[config.mk]
export PLATFORM = sky130hd
export DESIGN_NAME = psum_accumulator_flat
export DESIGN_NICKNAME = d
export VERILOG_FILES = /design/src/rtl/psum_accumulator_if.sv /design/src/rtl/psum_accumulator.sv /design/src/flat_wrapper.sv
export SDC_FILE = /design/constraint.sdc
export NUM_CORES = 1
export LEC_CHECK = 0
export CAP_MARGIN = 20
export CORE_ASPECT_RATIO = 1.4
export CORE_MARGIN = 1
export CORE_UTILIZATION = 28
export CTS_CLUSTER_DIAMETER = 30
export CTS_CLUSTER_SIZE = 16
export DETAILED_ROUTE_END_ITERATION = 7
export SETUP_SLACK_MARGIN = 0.02
export SLEW_MARGIN = 25
export SYNTH_ARGS = -nofsm -noshare
export SYNTH_HDL_FRONTEND = slang
export SYNTH_SLANG_ARGS = --single-unit
[constraint.sdc]
create_clock -name clk -period 3.03 [get_ports clk]
set_clock_uncertainty 0.15 [all_clocks]
set_input_delay 0.606 -clock clk [delete_from_list [all_inputs] [get_ports clk]]
set_output_delay 0.606 -clock clk [all_outputs]
set_load 0.02 [all_outputs]
[src/rtl/psum_accumulator_if.sv]
// ---------------------------------------------------------------------------
// psum_accumulator_if : partial-sum input stream and result output stream
// Rev 1.0
// ---------------------------------------------------------------------------
`default_nettype none

interface psum_accumulator_if #(
  parameter int WIDTH = 34
);
  logic             in_valid;
  logic [WIDTH-1:0] in_data;
  logic             in_last;
  logic             in_ready;
  logic             out_valid;
  logic [WIDTH-1:0] out_data;
  logic             out_ready;

  modport master (
    output in_valid, in_data, in_last, out_ready,
    input  in_ready, out_valid, out_data
  );

  modport slave (
    input  in_valid, in_data, in_last, out_ready,
    output in_ready, out_valid, out_data
  );
endinterface

`default_nettype wire

[src/rtl/psum_accumulator.sv]
// ---------------------------------------------------------------------------
// psum_accumulator : per-tile signed partial-sum accumulator with result FIFO
// Optional PSUM_SAT_EN clamps overflowing sums.   Rev 1.0
// ---------------------------------------------------------------------------
`default_nettype none

module psum_accumulator #(
  parameter int WIDTH = 34,
  parameter int DEPTH = 4
) (
  input  wire logic             clk,
  input  wire logic             rst,
  input  wire logic             clr,
  psum_accumulator_if.slave     bus,
  output logic                  ovf
);
  localparam int            AW       = $clog2(DEPTH);
  localparam logic [AW:0]   FULL_CNT = (AW+1)'(DEPTH);

  typedef enum logic [0:0] {IDLE = 1'b0, ACCUM = 1'b1} state_t;

  state_t           state, state_next;
  logic [WIDTH-1:0] acc, acc_next;
  logic [WIDTH-1:0] mem [DEPTH];
  logic [AW-1:0]    wr_ptr, rd_ptr;
  logic [AW:0]      count;

  logic             full, empty, accept, push, pop, over;
  logic [WIDTH-1:0] base, result;
  logic [WIDTH:0]   nsum;

  assign full   = (count == FULL_CNT);
  assign empty  = (count == '0);
  assign accept = bus.in_valid && bus.in_ready;
  assign push   = accept && bus.in_last;
  assign pop    = bus.out_valid && bus.out_ready && !clr;

  assign bus.in_ready  = !full && !clr;
  assign bus.out_valid = !empty;
  assign bus.out_data  = empty ? '0 : mem[rd_ptr];

  assign base = (state == IDLE) ? '0 : acc;
  assign nsum = {base[WIDTH-1], base} + {bus.in_data[WIDTH-1], bus.in_data};
  assign over = (base[WIDTH-1] == bus.in_data[WIDTH-1]) &&
                (nsum[WIDTH-1] != base[WIDTH-1]);

`ifdef PSUM_SAT_EN
  localparam logic [WIDTH-1:0] MAX_POS = {1'b0, {(WIDTH-1){1'b1}}};
  localparam logic [WIDTH-1:0] MIN_NEG = {1'b1, {(WIDTH-1){1'b0}}};
  // Overflow direction follows the common operand sign.
  assign result = !over ? nsum[WIDTH-1:0] : (base[WIDTH-1] ? MIN_NEG : MAX_POS);
`else
  assign result = nsum[WIDTH-1:0];
`endif

  always_comb begin
    state_next = state;
    acc_next   = acc;
    if (clr) begin
      state_next = IDLE;
      acc_next   = '0;
    end else if (accept) begin
      if (bus.in_last) begin
        state_next = IDLE;
        acc_next   = '0;
      end else begin
        state_next = ACCUM;
        acc_next   = result;
      end
    end
  end

  always_ff @(posedge clk or posedge rst) begin
    if (rst) begin
      state  <= IDLE;
      acc    <= '0;
      ovf    <= 1'b0;
      wr_ptr <= '0;
      rd_ptr <= '0;
      count  <= '0;
    end else begin
      state <= state_next;
      acc   <= acc_next;
      if (clr) begin
        ovf    <= 1'b0;
        wr_ptr <= '0;
        rd_ptr <= '0;
        count  <= '0;
      end else begin
        if (accept && over) ovf <= 1'b1;
        if (push) wr_ptr <= wr_ptr + 1'b1;
        if (pop)  rd_ptr <= rd_ptr + 1'b1;
        if (push && !pop)      count <= count + 1'b1;
        else if (!push && pop) count <= count - 1'b1;
      end
    end
  end

  // Storage needs no reset: entries are only visible while count covers them.
  always_ff @(posedge clk) begin
    if (push) mem[wr_ptr] <= result;
  end
endmodule

`default_nettype wire

[src/flat_wrapper.sv]
// flat-port wrapper written by rule: the top's interface ports become plain ports
module psum_accumulator_flat 
#(
  parameter int WIDTH = 34,
  parameter int DEPTH = 4
)
  (clk, rst, clr, ovf, bus_in_valid, bus_in_data, bus_in_last, bus_out_ready, bus_in_ready, bus_out_valid, bus_out_data);
  psum_accumulator_if #(.WIDTH(WIDTH)) bus_i ();
  input  wire logic clk;
  input  wire logic rst;
  input  wire logic clr;
  output logic ovf;
  input wire logic [$bits(bus_i.in_valid)-1:0] bus_in_valid;
  input wire logic [$bits(bus_i.in_data)-1:0] bus_in_data;
  input wire logic [$bits(bus_i.in_last)-1:0] bus_in_last;
  input wire logic [$bits(bus_i.out_ready)-1:0] bus_out_ready;
  output wire logic [$bits(bus_i.in_ready)-1:0] bus_in_ready;
  output wire logic [$bits(bus_i.out_valid)-1:0] bus_out_valid;
  output wire logic [$bits(bus_i.out_data)-1:0] bus_out_data;
  assign bus_i.in_valid = bus_in_valid;
  assign bus_i.in_data = bus_in_data;
  assign bus_i.in_last = bus_in_last;
  assign bus_i.out_ready = bus_out_ready;
  assign bus_in_ready = bus_i.in_ready;
  assign bus_out_valid = bus_i.out_valid;
  assign bus_out_data = bus_i.out_data;
  psum_accumulator #(.WIDTH(WIDTH), .DEPTH(DEPTH)) u_core (.clk(clk), .rst(rst), .clr(clr), .bus(bus_i), .ovf(ovf));
endmodule
==> run_results.csv <==
group,metric,value,unit
outcome,status,"finished, violations left",
outcome,violations,"setup timing",
clock_tree,cts_tree,"done",
die,rows,78,
final_layout,antenna_cells_inserted,0,
placed_design,portBuffers,76,
synth,syn_nets,793,
synth,syn_area,9305,um^2
drt,vias_per_cell,4.793,
critical_path,crit_path_cell_trace,"buf_12 -> buf_6 -> and2_4 -> ha_4 -> and2_4 -> nand3_4 -> buf_4 -> a21oi_4 -> nor2_4 -> a211o_4 -> o31a_1 -> xor2_2",
hold_path,worstHoldPathCells,2,
clock_tree,cts_hold_buf,0,
synth,synth.area.top_cells,"edfxtp_1, dfrtp_1, mux4_2",
timing,max_freq,327.2,MHz
timing,hold_viol,0,
final_layout,final_cells,1392,
critical_path,critPathKind,"register to register",
job,drv_cap,0,
die,dieArea,33980,um^2
critical_path,crit_top_cell,"and2_4",
placed_design,gp_congestion,0.8502,
final_layout,layout-drive-gt1-share,39.29,%
final_layout,layout.nets,1018,
timing,final-max-slew-violation-count,0,
die,die_x,156.1,um
placed_design,postPlaceCellArea,11620,um^2
power,p_leak,0.005184,uW
timing,layout_setup_ws,-25.79,ps
grt,grt_max_degree,38,
synth,seq_area_frac_synth,55.45,%
drt,wl_per_cell,17.83,um
clock_tree,path_clk_slew,70,ps
final_layout,fin_util,41.03,%
clock_tree,cts.sinks,179,
critical_path,required,3050,ps
grt,grt_pass1_wl,38240,um
clock_tree,root_buffer,"clkbuf_16",
drt,drc,0,
drt,ant_nets,0,
final_layout,area_delta_synth_final,43.73,%
die,die_height,217.7,um
drt,drt-initial-drc-count,314,
synth,yosysTopAreaCell,"edfxtp_1",
grt,grt_util_all_layers,15.30,%
hold_path,holdCritPathClass,"register to register",
synth,synth_top_area_share,43.89,%
drt,routed_wl,24820,um
critical_path,cp_max_fo,4,
placed_design,placedCellCount,1332,
die,core_area,32600,um^2
clock_tree,htreeDepth,4,
critical_path,slowest_delay,440,ps
timing,setup_viol,12,
grt,grt_pass1_vias,6911,
drt,vias,6672,
timing,worst_slew_pin_slew,710.8,ps
drt,dr.pass1.iters,4,
synth,async_reset_ff_share,24.02,%
synth,synth_edf_count,136,
synth,yosysUniqueCellTypes,70,
placed_design,hpwl,16600,um
final_layout,fillers,3058,
placed_design,place_worst_setup_slack,-655.3,ps
critical_path,rr_worst_depth,12,
grt,grt_antenna_before_repair,0,
clock_tree,clockBufferDepth,2,
critical_path,cp_slowest_cell,"dfrtp_2",
synth,synth_flop_cell,"edfxtp_1",
synth,avgSynthCellArea,13.03,um^2
critical_path,critPathCaptureType,"register",
timing,relSlewSlack,52.54,%
die,initial_core_util,28.55,%
synth,synth_seq_cells,179,
final_layout,fin_area,13370,um^2
power,power_density,586.1,nW/um^2
synth,ys_warn_count,0,
synth,netlist_instances,714,
critical_path,cp-start-kind,"register",
timing,final.min_clock_period,3056,ps
clock_tree,clock_latency,450,ps
synth,synth_most_common_cell,"edfxtp_1",
timing,fin_crit_sh,100.9,%
clock_tree,numCtsBuffers,17,
grt,grt_overflow,0,
critical_path,crit_arrival,3080,ps
die,ios,77,
timing,rsz0062_at_grt,"true",
synth,synth_commonest_cells,"edfxtp_1, and2_1, nand2_1",
power,ir_drop,0.4343,mV
## cells by family (layout without fill, tap and decap cells)
kind of cell               after synthesis  in the layout  share of synthesized area, %
AOI/OAI and AO/OA                      162            162                         12.94
xor gates and xnor gates                32             32                         3.012
adders and majority gates               39             39                         5.405
buffers and inverters                   50            288                         2.232
DFF                                    179            179                         55.45
muxes                                   36             36                         8.444
and+or+nand+nor                        216            216                         12.52
## worst paths after layout
path | startpoint | to | slack (ps)
worst max-delay path | u_core.state | u_core.mem[2][33] | -30
max in group asynchronous | rst | u_core.acc[31] | 1560
worst min register to register | u_core.acc[21] | u_core.acc[21] | 330
worst min-delay path | u_core.acc[21] | u_core.acc[21] | 330
min in group asynchronous | rst | u_core.wr_ptr[1] | 430
worst max register to register | u_core.state | u_core.mem[2][33] | -30
## worst max-delay path, delay by kind of cell, from the launching register on
family / cells / cell delay [ps]
flip-flops: 1 / 440
XOR/XNOR: 1 / 180
AO/OA/AOI/OAI: 3 / 850
adder cells (fa/ha/maj): 1 / 260
AND/OR/NAND/NOR: 4 / 480
buffers and inverters: 3 / 410
## layout make-up
| type | instances | area (um^2) | share of cell area, % |
|---|---|---|---|
| Multi-Input combinational cell | 485 | 4856 | 36.31 |
| Clock buffer | 17 | 425.4 | 3.181 |
| Sequential cell | 179 | 5162 | 38.60 |
| Clock inverter | 15 | 157.7 | 1.179 |
| Inverter | 16 | 60.06 | 0.4491 |
| Tap cell | 440 | 550.5 | 4.116 |
| Timing Repair Buffer | 240 | 2162 | 16.17 |
## placed cells by master (no fill, tap or decap), types with 7 or more instances in the layout
cell type / count
buf_4: 141
edfxtp_1: 136
and2_1: 55
clkdlybuf4s50_1: 42
dfrtp_1: 41
nand2_1: 40
mux4_2: 34
dlygate4sd2_1: 32
nor2_1: 27
ha_4: 22
a21oi_2: 20
a22o_1: 20
a21oi_1: 19
and2_4: 17
clkbuf_16: 17
inv_1: 14
a21o_1: 13
ha_1: 13
xnor2_1: 12
xor2_1: 12
buf_12: 12
o21ai_0: 11
buf_6: 10
nand4_1: 9
nand3_1: 9
and3_1: 8
nand2_2: 7
o21ai_1: 7
o211ai_1: 7
## per-stage QoR
step                      power, uW  setup TNS, ps  hold WS, ps
after floorplan                4435              0        290.9
after global placement         5682         -48450        316.1
after detailed placement       5707         -52370        321.0
after CTS                      7822         -584.3        336.5
after global routing           8233          -1813        362.8
final                          7838         -237.8        334.3
## metal layers
metal | up-vias | wire, um | track usage, % | share of wire, %
met4 | 0 | 990 | 7.222 | 4.0
li1 | 3179 | - | - | -
met1 | 3309 | 9397 | 16.45 | 38
met2 | 128 | 13500 | 28.35 | 54
met3 | 56 | 937 | 3.041 | 3.8
met5 | - | 0 | 0 | 0
## power by group
part	switching (uW)	internal (uW)
Sequential	62.7	2780
Combinational	1460	1370
Clock	1050	1110
## registers in the layout (all words and copies together), names as in the netlist
signal and count:
u_core.acc 34, u_core.count 3, u_core.mem 136, u_core.ovf 1
u_core.rd_ptr 2, u_core.state 1, u_core.wr_ptr 2
## timing repair
item / CTS / global route
endpoints found under the setup margin: 123 / 94
gates resized for setup: 131 / 89
cloned: 2 / 0
pin swaps: 32 / 48
buffers inserted: 12 / 20
(Power assumes the default switching activity.)
